### config.mk
export PLATFORM = sky130hd
export DESIGN_NAME = el2_exu_alu_noc_sched_flat
export DESIGN_NICKNAME = d
export VERILOG_FILES = /design/src/rtl/el2_exu_alu_noc_sched_if.sv /design/src/rtl/el2_exu_alu_noc_sched.sv /design/src/flat_wrapper.sv
export SDC_FILE = /design/constraint.sdc
export NUM_CORES = 1
export LEC_CHECK = 0
export ABC_AREA = 1
export CAP_MARGIN = 15
export CORE_ASPECT_RATIO = 0.75
export CORE_MARGIN = 1.5
export CORE_UTILIZATION = 36
export CTS_BUF_LIST = sky130_fd_sc_hd__clkbuf_4
export DETAILED_ROUTE_END_ITERATION = 7
export PLACE_DENSITY = 0.87
export SYNTH_ARGS = -nofsm -noshare
export SYNTH_HDL_FRONTEND = slang
export SYNTH_SLANG_ARGS = --single-unit
### constraint.sdc
create_clock -name clk_noc -period 1.6 [get_ports clk_noc]
set_clock_uncertainty 0.05 [all_clocks]
set_input_delay 0.32 -clock clk_noc [delete_from_list [all_inputs] [get_ports clk_noc]]
set_output_delay 0.32 -clock clk_noc [all_outputs]
set_load 0.01 [all_outputs]
### src/rtl/el2_exu_alu_noc_sched_if.sv
// Bundle of the requester, serial-sender, result-receiver and response
// signals shared between the scheduler and its environment.
//
// Handshakes: a transfer on a valid/ready pair happens in a cycle where both
// are high at the rising clock edge. A valid, once raised, holds its payload
// stable until that cycle. rx_valid and rsp_valid are single-cycle strobes
// with no ready.
interface el2_exu_alu_noc_sched_if #(
    parameter int NUM_REQ   = 2,
    parameter int PAYLOAD_W = 64,
    parameter int RESULT_W  = 32
);
    logic [NUM_REQ-1:0]           req_valid;
    logic [NUM_REQ*PAYLOAD_W-1:0] req_payload;
    logic [NUM_REQ-1:0]           req_ready;
    logic                         tx_valid;
    logic [PAYLOAD_W-1:0]         tx_payload;
    logic                         tx_ready;
    logic                         rx_valid;
    logic [RESULT_W-1:0]          rx_result;
    logic                         flush;
    logic                         noc_sr_flush;
    logic [NUM_REQ-1:0]           rsp_valid;
    logic [RESULT_W-1:0]          rsp_result;
    logic                         busy;
    logic                         timeout_err;

    // Environment side: requesters, sender, receiver and pipeline control.
    modport master (
        output req_valid, req_payload, tx_ready, rx_valid, rx_result, flush,
        input  req_ready, tx_valid, tx_payload, noc_sr_flush, rsp_valid,
               rsp_result, busy, timeout_err
    );

    // Scheduler side.
    modport slave (
        input  req_valid, req_payload, tx_ready, rx_valid, rx_result, flush,
        output req_ready, tx_valid, tx_payload, noc_sr_flush, rsp_valid,
               rsp_result, busy, timeout_err
    );
endinterface

### src/rtl/el2_exu_alu_noc_sched.sv
// Shares the single NoC path to the remote ALU between NUM_REQ requesters.
// Round-robin arbitration, one transaction in flight, result routed back to
// the owner, link abort on pipeline flush or response timeout.
module el2_exu_alu_noc_sched #(
    parameter int NUM_REQ        = 2,
    parameter int PAYLOAD_W      = 64,
    parameter int RESULT_W       = 32,
    parameter int TIMEOUT_CYCLES = 255
) (
    input  logic                     clk_noc,
    input  logic                     rst_l,
    el2_exu_alu_noc_sched_if.slave   bus,
    output logic [1:0]               state_dbg
);
    localparam int PTR_W   = (NUM_REQ > 1) ? $clog2(NUM_REQ) : 1;
    localparam int TIMER_W = $clog2(TIMEOUT_CYCLES + 1);

    typedef enum logic [1:0] {
        IDLE  = 2'd0,
        SEND  = 2'd1,
        WAIT  = 2'd2,
        ABORT = 2'd3
    } state_t;

    state_t               state, next_state;
    logic [PTR_W-1:0]     ptr;
    logic [PTR_W-1:0]     owner;
    logic [TIMER_W-1:0]   timer;
    logic [PAYLOAD_W-1:0] tx_payload_q;
    logic [NUM_REQ-1:0]   rsp_valid_q;
    logic [RESULT_W-1:0]  rsp_result_q;
    logic                 timeout_err_q;

    logic                 found;
    logic [PTR_W-1:0]     winner;
    logic [PTR_W-1:0]     cand;
    logic                 grant;
    logic                 rsp_fire;
    logic                 timeout_fire;

    // Round-robin pick: first pending requester scanning upward from ptr+1.
    always_comb begin
        found  = 1'b0;
        winner = '0;
        cand   = '0;
        for (int off = 1; off <= NUM_REQ; off++) begin
            cand = PTR_W'((int'(ptr) + off) % NUM_REQ);
            if (!found && bus.req_valid[cand]) begin
                found  = 1'b1;
                winner = cand;
            end
        end
    end

    // Accept only from IDLE, never during reset or a pipeline flush.
    assign grant = (state == IDLE) && rst_l && !bus.flush && found;

    // Next state; flush in SEND/WAIT overrides tx_ready, rx_valid and timeout.
    always_comb begin
        next_state   = state;
        rsp_fire     = 1'b0;
        timeout_fire = 1'b0;
        case (state)
            IDLE: begin
                if (grant) next_state = SEND;
            end
            SEND: begin
                if (bus.flush)         next_state = ABORT;
                else if (bus.tx_ready) next_state = WAIT;
            end
            WAIT: begin
                if (bus.flush) begin
                    next_state = ABORT;
                end else if (bus.rx_valid) begin
                    next_state = IDLE;
                    rsp_fire   = 1'b1;
                end else if (timer == TIMER_W'(TIMEOUT_CYCLES - 1)) begin
                    next_state   = ABORT;
                    timeout_fire = 1'b1;
                end
            end
            ABORT: begin
                next_state = IDLE;
            end
            default: next_state = IDLE;
        endcase
    end

    // State register plus the datapath registers it controls.
    always_ff @(posedge clk_noc) begin
        if (!rst_l) begin
            state         <= IDLE;
            ptr           <= PTR_W'(NUM_REQ - 1);
            owner         <= '0;
            timer         <= '0;
            tx_payload_q  <= '0;
            rsp_valid_q   <= '0;
            rsp_result_q  <= '0;
            timeout_err_q <= 1'b0;
        end else begin
            state <= next_state;
            if (grant) begin
                tx_payload_q <= bus.req_payload[int'(winner)*PAYLOAD_W +: PAYLOAD_W];
                owner        <= winner;
                ptr          <= winner;
            end
            // Timer restarts on WAIT entry and saturates instead of wrapping.
            if (state == SEND && next_state == WAIT) begin
                timer <= '0;
            end else if (state == WAIT && timer != {TIMER_W{1'b1}}) begin
                timer <= timer + 1'b1;
            end
            rsp_valid_q <= rsp_fire ? (NUM_REQ'(1) << owner) : '0;
            if (rsp_fire) rsp_result_q <= bus.rx_result;
            timeout_err_q <= timeout_fire;
        end
    end

    assign bus.req_ready    = grant ? (NUM_REQ'(1) << winner) : '0;
    assign bus.tx_valid     = (state == SEND);
    assign bus.tx_payload   = tx_payload_q;
    assign bus.noc_sr_flush = (state == ABORT);
    assign bus.rsp_valid    = rsp_valid_q;
    assign bus.rsp_result   = rsp_result_q;
    assign bus.busy         = (state != IDLE);
    assign bus.timeout_err  = timeout_err_q;
    assign state_dbg        = state;
endmodule
### src/flat_wrapper.sv
// flat-port wrapper written by rule: the top's interface ports become plain ports
module el2_exu_alu_noc_sched_flat 
#(
    parameter int NUM_REQ        = 2,
    parameter int PAYLOAD_W      = 64,
    parameter int RESULT_W       = 32,
    parameter int TIMEOUT_CYCLES = 255
)
  (clk_noc, rst_l, state_dbg, bus_req_valid, bus_req_payload, bus_tx_ready, bus_rx_valid, bus_rx_result, bus_flush, bus_req_ready, bus_tx_valid, bus_tx_payload, bus_noc_sr_flush, bus_rsp_valid, bus_rsp_result, bus_busy, bus_timeout_err);
  el2_exu_alu_noc_sched_if #(.NUM_REQ(NUM_REQ), .PAYLOAD_W(PAYLOAD_W), .RESULT_W(RESULT_W)) bus_i ();
  input  logic clk_noc;
  input  logic rst_l;
  output logic [1:0] state_dbg;
  input wire logic [$bits(bus_i.req_valid)-1:0] bus_req_valid;
  input wire logic [$bits(bus_i.req_payload)-1:0] bus_req_payload;
  input wire logic [$bits(bus_i.tx_ready)-1:0] bus_tx_ready;
  input wire logic [$bits(bus_i.rx_valid)-1:0] bus_rx_valid;
  input wire logic [$bits(bus_i.rx_result)-1:0] bus_rx_result;
  input wire logic [$bits(bus_i.flush)-1:0] bus_flush;
  output wire logic [$bits(bus_i.req_ready)-1:0] bus_req_ready;
  output wire logic [$bits(bus_i.tx_valid)-1:0] bus_tx_valid;
  output wire logic [$bits(bus_i.tx_payload)-1:0] bus_tx_payload;
  output wire logic [$bits(bus_i.noc_sr_flush)-1:0] bus_noc_sr_flush;
  output wire logic [$bits(bus_i.rsp_valid)-1:0] bus_rsp_valid;
  output wire logic [$bits(bus_i.rsp_result)-1:0] bus_rsp_result;
  output wire logic [$bits(bus_i.busy)-1:0] bus_busy;
  output wire logic [$bits(bus_i.timeout_err)-1:0] bus_timeout_err;
  assign bus_i.req_valid = bus_req_valid;
  assign bus_i.req_payload = bus_req_payload;
  assign bus_i.tx_ready = bus_tx_ready;
  assign bus_i.rx_valid = bus_rx_valid;
  assign bus_i.rx_result = bus_rx_result;
  assign bus_i.flush = bus_flush;
  assign bus_req_ready = bus_i.req_ready;
  assign bus_tx_valid = bus_i.tx_valid;
  assign bus_tx_payload = bus_i.tx_payload;
  assign bus_noc_sr_flush = bus_i.noc_sr_flush;
  assign bus_rsp_valid = bus_i.rsp_valid;
  assign bus_rsp_result = bus_i.rsp_result;
  assign bus_busy = bus_i.busy;
  assign bus_timeout_err = bus_i.timeout_err;
  el2_exu_alu_noc_sched #(.NUM_REQ(NUM_REQ), .PAYLOAD_W(PAYLOAD_W), .RESULT_W(RESULT_W), .TIMEOUT_CYCLES(TIMEOUT_CYCLES)) u_core (.clk_noc(clk_noc), .rst_l(rst_l), .bus(bus_i), .state_dbg(state_dbg));
endmodule
==> summary.md <==
| Metric | Value |
|---|---|
| Mux cell area share after synthesis | `0` |
| Syn nets | `926` |
| H-Tree Depth | `3` |
| Clock Sinks | `111` |
| Synth top cells by count | `nand2_1, dfxtp_1, nor2_1` |
| Clock slew at reported path FFs | `190 ps` |
| Largest family of logic cells by synthesized area | `simple AND/OR/NAND/NOR gates` |
| R2R Path Start | `u_core.state_dbg[0]$_SDFF_PN0_` |
| Count of input and output buffers | `272` |
| Net Sw Frac | `0.2864` |
| Largest stage delay, worst path | `500 ps` |
| Unrepaired setup endpoints after global routing | `yes` |
| Initial Utilization | `0.3730` |
| Top FF cell, synth | `dfxtp_1` |
| Reg2reg setup slack | `-10 ps` |
| IO Count | `273` |
| Clock network fraction of total power | `0.260` |
| Xor-xnor portion of the synthesized cell area | `0.001791` |
| WL final | `16.76 mm` |
| Pwr Total | `5.849 mW` |
| Clock buffer count from CTS | `9` |
| Psw | `1.675 mW` |
| Crit-path cells | `clkdlybuf4s50_1 -> buf_4 -> nand2_4 -> inv_2 -> buf_12 -> nand2_4 -> inv_2 -> buf_6` |
| Rows | `36` |
| Register Area | `2247 um^2` |
| Async S/R FF share, synth | `0` |
| Initial antenna violation count | `1` |
| Hold Violations, Final | `0` |
| Root Buffer | `clkbuf_4` |
| Fmax | `553.8 MHz` |
| Flop pwr share | `0.500` |
| Mapped Cells | `757` |
| Hold Path Class | `input port to register` |
| Sequential-to-total area share from yosys stat | `0.4545` |
| Number of flops mapped to enable cells by yosys | `0` |
| Worst R2R End | `u_core.bus.tx_payload[7]$_SDFFE_PN0P_` |
| Slew HR | `0.5054` |
| Synth Area in Simple Gates | `0.3608` |
| Area share of fa/ha/maj cells after synthesis | `0.005118` |
| Via density | `4.658` |
| Worst EP arrival | `1440 ps` |
| Violated checks | `setup timing` |
| Hold Buf Count CTS | `0` |
| Worst Path Buf+Inv | `6` |
| Vias in the first global route | `5,169` |
| Reg2Reg Depth | `7` |
| Final setup vio count | `50` |
| Post-layout min period | `1806 ps` |
| Layout Nets | `1,210` |
| Power Density | `704.7 nW/um^2` |
| Share of cells above drive strength 1 | `0.1023` |
| Full die area | `14,300 um^2` |
| Slew @ Worst Pin | `741.9 ps` |
| Status | `finished, violations left` |
| Share of the synthesized area in the top cell type | `0.4545` |
| Core Area | `13,110 um^2` |
| Compound-Gate Fraction of Synth Area | `0.1116` |
| Fillcell total | `1,190` |
| Area Overhead vs Synth | `69.75%` |
| Internal cell power | `4.174 mW` |
| Tcrit/Tclk final | `1.128` |
| Final Slew Violations | `0` |
| DP Wirelength | `11.54 mm` |
| GR Overflow Total | `0` |
| Comb pwr share | `0.240` |
| DRC violations left | `0` |
| First-pass GRT wire length | `24.61 mm` |
| Worst Setup Start Kind | `input port` |
| Yosys cell types | `19` |
| Synthesized area | `4890 um^2` |
| CP startpoint | `bus_req_valid[1]` |
| Kind of critical path | `input port to output pin` |
| Most frequent cell after synthesis | `nand2_1` |
| Lkg Pwr | `3.907 nW` |
| Final Hold Slack | `399.6 ps` |
| Placement Setup Slack | `-699.9 ps` |
| Pin count of the biggest net entering global routing | `70` |
| Initial drt markers | `271` |
| Vias | `5,674` |
| Detailed Routing Iterations Pass 1 | `5` |
| Final WS setup | `-205.6 ps` |
| GRT Total Usage | `0.2153` |
| Syn_area_per_cell | `6.459 um^2` |
| DR WL/cell | `13.76 um` |
| CTS tree | `done` |
| Maximum clock path buffer count | `2` |
| Critical Path RT | `1230 ps` |
| Clk_lat worst skew | `440 ps` |
| Crit-path max FO | `4` |
| Area leader, netlist | `dfxtp_1` |
| Area occupied by multi-input gates | `2411 um^2` |
| Die W | `137.6 um` |
| Ys Warns | `0` |
| Final ANT Viol Nets | `0` |
| Final core utilization | `0.6333` |
| Max Cap Violations | `0` |
| #FFs+latches synth | `111` |
| Cell family with most CP delay | `buffers and inverters` |
| CP Capture Type | `output pin` |
| Worst Setup EP | `bus_req_ready[1]` |
| Slowest-stage cell, CP | `clkdlybuf4s50_1` |
| Maximum vdd drop | `0.0005311 V` |
| GP Congestion | `0.8539` |
| Critical Path Stages | `8` |
| Top post-synthesis cells by area | `dfxtp_1, nand2_1, a21oi_1` |
| Sum Neg Setup Slack | `-2504 ps` |
| Height of the die | `103.9 um` |
[per-stage QoR]
step | instance area, um^2 | std cells
global placement | 7901 | 1187
CTS | 8139 | 1211
finish | 8300 | 1218
floorplan | 4890 | 757
global route | 8300 | 1218
detailed placement | 7901 | 1187
[cell families after synthesis]
group           Yosys count
xor+xnor                  1
compound gates          109
fa+ha+maj                 2
buf+inv                  71
simple gates            463
flops                   111
[area by class of cell]
cell class	instances	share of cell area
diodes	1	0.0003015
well taps	171	0.02578
multi-input cells	575	0.2905
repair buffers	317	0.3793
clock inverters	7	0.01251
clock buffers	9	0.008140
flip-flops and latches	111	0.2707
inverters	27	0.01281
[layout by cell type, fill, tap and decap left out, types with 3 or more instances in the layout]
master / Yosys / routed
nand2_1: 363 / 358
clkdlybuf4s50_1: 0 / 165
dlygate4sd2_1: 0 / 99
dfxtp_1: 111 / 93
nor2_1: 87 / 84
a21oi_1: 73 / 73
o21ai_0: 36 / 36
buf_4: 0 / 26
inv_1: 25 / 19
dfxtp_2: 0 / 17
buf_6: 6 / 14
clkbuf_4: 0 / 9
nand3_1: 8 / 7
inv_2: 2 / 6
nand2_4: 0 / 4
buf_12: 0 / 4
nor2_4: 0 / 3
clkinv_8: 0 / 3
clkbuf_16: 0 / 3
[worst reg2reg max path: cells and delay by family, from the launching register on]
family,cells,cell delay (ps)
and+or+nand+nor,3,230
buffers and inverters,3,730
DFF,1,390
AOI/OAI and AO/OA,1,150
[metal layers]
metal  part of all wire  GRT usage  routed length, um  vias to the layer above
met5                  0          0                  0                        -
met4              0.023    0.06842                390                        0
met3               0.10    0.08382               1709                       32
met2               0.44     0.3582               7406                      233
met1               0.43     0.2526               7255                     2499
li1                   -          -                  -                     2910
[registers in the layout, indices dropped and copies added (netlist names)]
register,count
u_core.bus.tx_payload,64
u_core.bus.rsp_result,32
u_core.timer,8
u_core.bus.rsp_valid,2
u_core.state_dbg,2
u_core.bus.timeout_err,1
u_core.owner,1
u_core.ptr,1
[what timing repair did]
action / 4_1_cts / 5_1_grt
endpoints found under the setup margin: 172 / 114
pin swaps: 5 / 5
resized for setup: 172 / 24
cloned: 1 / 3
setup buffers: 8 / 5
[power groups by stage]
stage / logic, mW / registers (mW) / clock network, mW
global placement: 1.31 / 2.98 / 0
CTS: 1.33 / 2.93 / 1.59
detailed placement: 1.32 / 2.98 / 0
floorplan: 0.483 / 3.03 / 0
global route: 1.54 / 2.94 / 1.69
finish: 1.40 / 2.93 / 1.52
[how the worst min path moves through the flow]
stage	start	end	slack (ps)	depth (start not counted)
3_3_place_gp	u_core.owner$_SDFFE_PN0P_	u_core.bus.rsp_valid[0]$_SDFF_PN0_	380	1
3_5_place_dp	u_core.owner$_SDFFE_PN0P_	u_core.bus.rsp_valid[0]$_SDFF_PN0_	380	1
6_report	bus_rx_result[26]	u_core.bus.rsp_result[26]$_SDFFE_PN0P_	400	3
4_1_cts	bus_rx_result[20]	u_core.bus.rsp_result[20]$_SDFFE_PN0P_	360	3
2_1_floorplan	u_core.owner$_SDFFE_PN0P_	u_core.bus.rsp_valid[0]$_SDFF_PN0_	370	1
5_1_grt	bus_rx_result[20]	u_core.bus.rsp_result[20]$_SDFFE_PN0P_	370	3
(Power assumes the default switching activity.)
==> RTL edit 1: new RTL, config.mk and constraints unchanged <==
Make the reset (`rst_l`) asynchronous in one clocked block.
--- a/src/rtl/el2_exu_alu_noc_sched.sv
+++ b/src/rtl/el2_exu_alu_noc_sched.sv
@@ -88,5 +88,5 @@
 
     // State register plus the datapath registers it controls.
-    always_ff @(posedge clk_noc) begin
+    always_ff @(posedge clk_noc or negedge rst_l) begin
         if (!rst_l) begin
             state         <= IDLE;
Formal check against the unedited RTL: differs if rst_l is asserted again (counterexample within 4 cycles, from zero or initial values and one cycle with rst_l low); with rst_l held inactive, the same outputs for 4 cycles.
==> RTL edit 1 against the original RTL <==
The flow still finishes with violations (negative setup slack); sequential cell count unchanged; critical path depth down 2; worst setup slack worse by 0.17 ns; cell area up 5.3%; synthesized area up 10%; routed wire length down 0.47%.
Power is not compared: it rests on default switching activity, and its combinational part moved more than twofold at a synthesized area within 25%.
==> RTL edit 1: results (changes against the original RTL) <==
initialDrtViolationCount: 194  # was 271
worstReg2RegStart: "u_core.state_dbg[0]"  # unchanged
n_all_buffers: 324  # was 317
nFillCells: 1262  # was 1190
antenna_found_initial: 0  # was 1
grt_first_pass_wirelength_mm: 24.2  # was 24.6 mm
violations: "negative setup slack"  # unchanged
seq_cells: 111  # unchanged
clk_share_pct: 1.70  # was 2.07%
via_count: 5293  # was 5674
status: "finished, violations left"  # unchanged
fin_nets: 1136  # was 1210
multi_input_area_um2: 2370  # was 2410 µm²
layout_setup_ws_ns: -0.372  # was -0.206 ns
totalWireLength_mm: 16.7  # was 16.8 mm
hold_path_class: "in2async"  # was in2reg
clkTransAtPathRegs_ns: 0.17  # was 0.19 ns
hpwl_mm: 11.7  # was 11.5 mm
multi_input_gates: 501  # was 575
gr-usage-all-layers_pct: 19.8  # was 21.5%
synth_xor_area_share_pct: 0.325  # was 0.179%
drive_gt1_share_pct: 13.1  # was 10.2%
crit_start: "u_core.state_dbg[0]"  # was bus_req_valid[1]
maxSlewHeadroom_pct: 47.2  # was 50.5%
regToRegSetupSlack_ns: -0.27  # was -0.01 ns
setup_viol: 103  # was 50
register_area_um2: 2780  # was 2250 µm²
[RTL edit 1: cell types whose count changed in the layout (fill, tap and decap cells not counted), sizes merged, moves of 11 or more]
| cell | delta |
|---|---|
| o21ai | -32 |
| dfxtp | -111 |
| clkdlybuf4s15 | +34 |
| dlygate4sd2 | -34 |
| dfrtp | +110 |
| nand2 | +61 |
| mux2 | +32 |
| nor2 | -71 |
| a21oi | -72 |
| buf | +11 |
[RTL edit 1: path summary, 6_finish.rpt]
| kind | cells past startpoint | endpoint |
|---|---|---|
| setup / recovery | 6 | bus_req_ready[0] |
| hold / removal | 2 | u_core.bus.tx_payload[19] |
| setup reg to reg | 6 | u_core.bus.tx_payload[30] |
| hold reg to reg | 1 | u_core.bus.rsp_valid[0] |
| max in group asynchronous | 3 | u_core.bus.tx_payload[58] |
| min in group clk_noc | 1 | u_core.bus.rsp_valid[0] |
[RTL edit 1: cells by family after synthesis]
kind of cell / count (synthesis)
buffers and inverters: 51
AND/OR/NAND/NOR: 458
multiplexers: 32
AO/OA/AOI/OAI: 7
flip-flops: 111
XOR/XNOR: 2
adder cells (fa/ha/maj): 2
[RTL edit 1: critical path, stage by stage (launching register included)]
cell and delay [ns]:
dfrtp_1 0.45, nor2_2 0.19, nand3_2 0.13, nor2_4 0.14, inv_2 0.06, nor2_4 0.08, buf_6 0.11
[RTL edit 1: timing repair]
item / 4_1_cts / 5_1_grt
cloned: 0 / 3
resized for setup: 139 / 56
buffers inserted: 11 / 19
hold endpoints to repair: 0 / 0
pin swaps: 3 / 6
setup endpoints to repair: 177 / 149
[RTL edit 1: through the flow]
| stage | std cells | worst slack, ns | instance area, µm² | total power, mW | TNS [ns] |
|---|---|---|---|---|---|
| 6_report | 1172 | -0.372 | 8740 | 12.5 | -16.12 |
| 5_1_grt | 1172 | -0.447 | 8740 | 13.4 | -22.72 |
| 4_1_cts | 1152 | -0.366 | 8440 | 12.1 | -8.58 |
| 3_5_place_dp | 1125 | -0.680 | 8310 | 11.3 | -60.07 |
| 3_3_place_gp | 1125 | -0.647 | 8310 | 11.1 | -57.19 |
| 2_1_floorplan | 663 | 0.00156 | 5390 | 7.57 | 0 |
[RTL edit 1: routing by layer]
| layer | part of all wire (%) | vias to the layer above | global-route usage [%] |
|---|---|---|---|
| li1 | - | 2633 | - |
| met1 | 41 | 2436 | 22.9 |
| met2 | 48 | 198 | 35.5 |
| met3 | 8.8 | 26 | 6.37 |
| met4 | 1.7 | 0 | 5.05 |
| met5 | 0 | - | 0 |
[RTL edit 1: power by group]
group,switching [mW],internal (mW),leakage (nW)
registers,0.683,4.07,1.39
logic,2.95,3.35,3.21
clock network,0.936,0.519,0.0820
==> RTL edit 2: new RTL, same settings <==
Without the edit above. `PAYLOAD_W` is set to 64 in 3 places; all go to 72.
--- a/src/rtl/el2_exu_alu_noc_sched_if.sv
+++ b/src/rtl/el2_exu_alu_noc_sched_if.sv
@@ -8,5 +8,5 @@
 interface el2_exu_alu_noc_sched_if #(
     parameter int NUM_REQ   = 2,
-    parameter int PAYLOAD_W = 64,
+    parameter int PAYLOAD_W = 72,
     parameter int RESULT_W  = 32
 );
--- a/src/rtl/el2_exu_alu_noc_sched.sv
+++ b/src/rtl/el2_exu_alu_noc_sched.sv
@@ -4,5 +4,5 @@
 module el2_exu_alu_noc_sched #(
     parameter int NUM_REQ        = 2,
-    parameter int PAYLOAD_W      = 64,
+    parameter int PAYLOAD_W      = 72,
     parameter int RESULT_W       = 32,
     parameter int TIMEOUT_CYCLES = 255
--- a/src/flat_wrapper.sv
+++ b/src/flat_wrapper.sv
@@ -3,5 +3,5 @@
 #(
     parameter int NUM_REQ        = 2,
-    parameter int PAYLOAD_W      = 64,
+    parameter int PAYLOAD_W      = 72,
     parameter int RESULT_W       = 32,
     parameter int TIMEOUT_CYCLES = 255
Interface: changed (resized bus_req_payload and bus_tx_payload); port bits go from 273 to 297. No check against the original RTL was run, so the function may have changed too.
==> RTL edit 2 against the original RTL <==
The run still ends with negative setup slack left; first-iteration DRC count rose by 25%; routed wire length rose by 6.1%; synthesized area rose by 8.2%; maximum frequency fell by 1.3%; total power rose by 14%; cell area rose by 6.3%; sequential cell count rose by 8; worst setup slack got worse by 0.024 ns.
==> RTL edit 2: results (changes against the original RTL) <==
cts_htree_levels: 4  # was 3
seq_area_frac_synth_pct: 45.0  # was 45.4%
via_count: 6122  # was 5674
nFillCells: 1328  # was 1190
ys_types: 21  # was 19
cts_buffers: 17  # was 9
antenna_found_initial: 0  # was 1
regToRegSetupSlack_ns: 0.03  # was -0.01 ns
firstDrtPassIters: 7  # was 5
place_area_um2: 8520  # was 7900 µm²
gp_congestion: 0.865  # was 0.854
insertedDiodeCount: 0  # was 1
cts_setup_buffers: 5  # was 8
ctsResizeCount: 163  # was 172
drive_gt1_share_pct: 9.89  # was 10.2%
post-place-ws_ns: -0.688  # was -0.700 ns
clkTransAtPathRegs_ns: 0.14  # was 0.19 ns
synthAdderAreaFrac_pct: 0.473  # was 0.512%
synth_compound_area_share_pct: 11.1  # was 11.2%
syn_nets: 1001  # was 926
totalWireLength_mm: 17.8  # was 16.8 mm
hpwl_mm: 12.8  # was 11.5 mm
vias_per_cell: 4.59  # was 4.66
grt_first_pass_wirelength_mm: 27.2  # was 24.6 mm
io_buffers: 296  # was 272
insertion_delay_ns: 0.51  # was 0.44 ns
holdWs_ns: 0.347  # was 0.400 ns
synth.avg_cell_area_um2: 6.49  # was 6.46 µm²
fin_area_um2: 8830  # was 8300 µm²
crit_start: "u_core.state_dbg[1]"  # was bus_req_valid[1]
sequentialPowerShare_pct: 47.0  # was 50.0%
gr-usage-all-layers_pct: 22.7  # was 21.5%
synth_common_cells: "nand2_1 (402), dfxtp_1 (119), nor2_1 (87)"  # was nand2_1 (363), dfxtp_1 (111), nor2_1 (87)
synth_xor_area_share_pct: 0.165  # was 0.179%
setup_viol: 4  # was 50
violations: "negative setup slack"  # unchanged
maxSlewHeadroom_pct: 42.7  # was 50.5%
grt_pass1_vias: 5605  # was 5169
peakVddDrop_uv: 554  # was 531 µV
status: "finished, violations left"  # unchanged
layout_setup_ws_ns: -0.229  # was -0.206 ns
crit_fanout: 3  # was 4
-- RTL edit 2: cell types whose count changed after synthesis --
cell / before / now
inv_2: 2 / 1
buf_6: 6 / 8
clkbuf_1: 21 / 22
nand2_1: 363 / 402
buf_1: 7 / 0
nand2_2: 0 / 1
a21oi_1: 73 / 81
clkinv_4: 0 / 1
buf_2: 10 / 13
buf_4: 0 / 4
dfxtp_1: 111 / 119
-- RTL edit 2: area by class of cell --
type                    count  share of cell area, %
clock buffers              17                   1.45
clock inverters            15                   1.63
inverters                  27                   1.23
multi-input cells         623                   29.3
flip-flops and latches    119                   27.1
well taps                 200                   2.83
repair buffers            332                   36.5
-- RTL edit 2: routing by layer --
metal | GRT usage [%] | part of all wire, % | vias up
met5 | 0 | 0 | -
met4 | 8.62 | 1.9 | 0
met3 | 7.71 | 8.9 | 28
met2 | 39.3 | 48 | 229
met1 | 25.9 | 42 | 2725
li1 | - | - | 3140
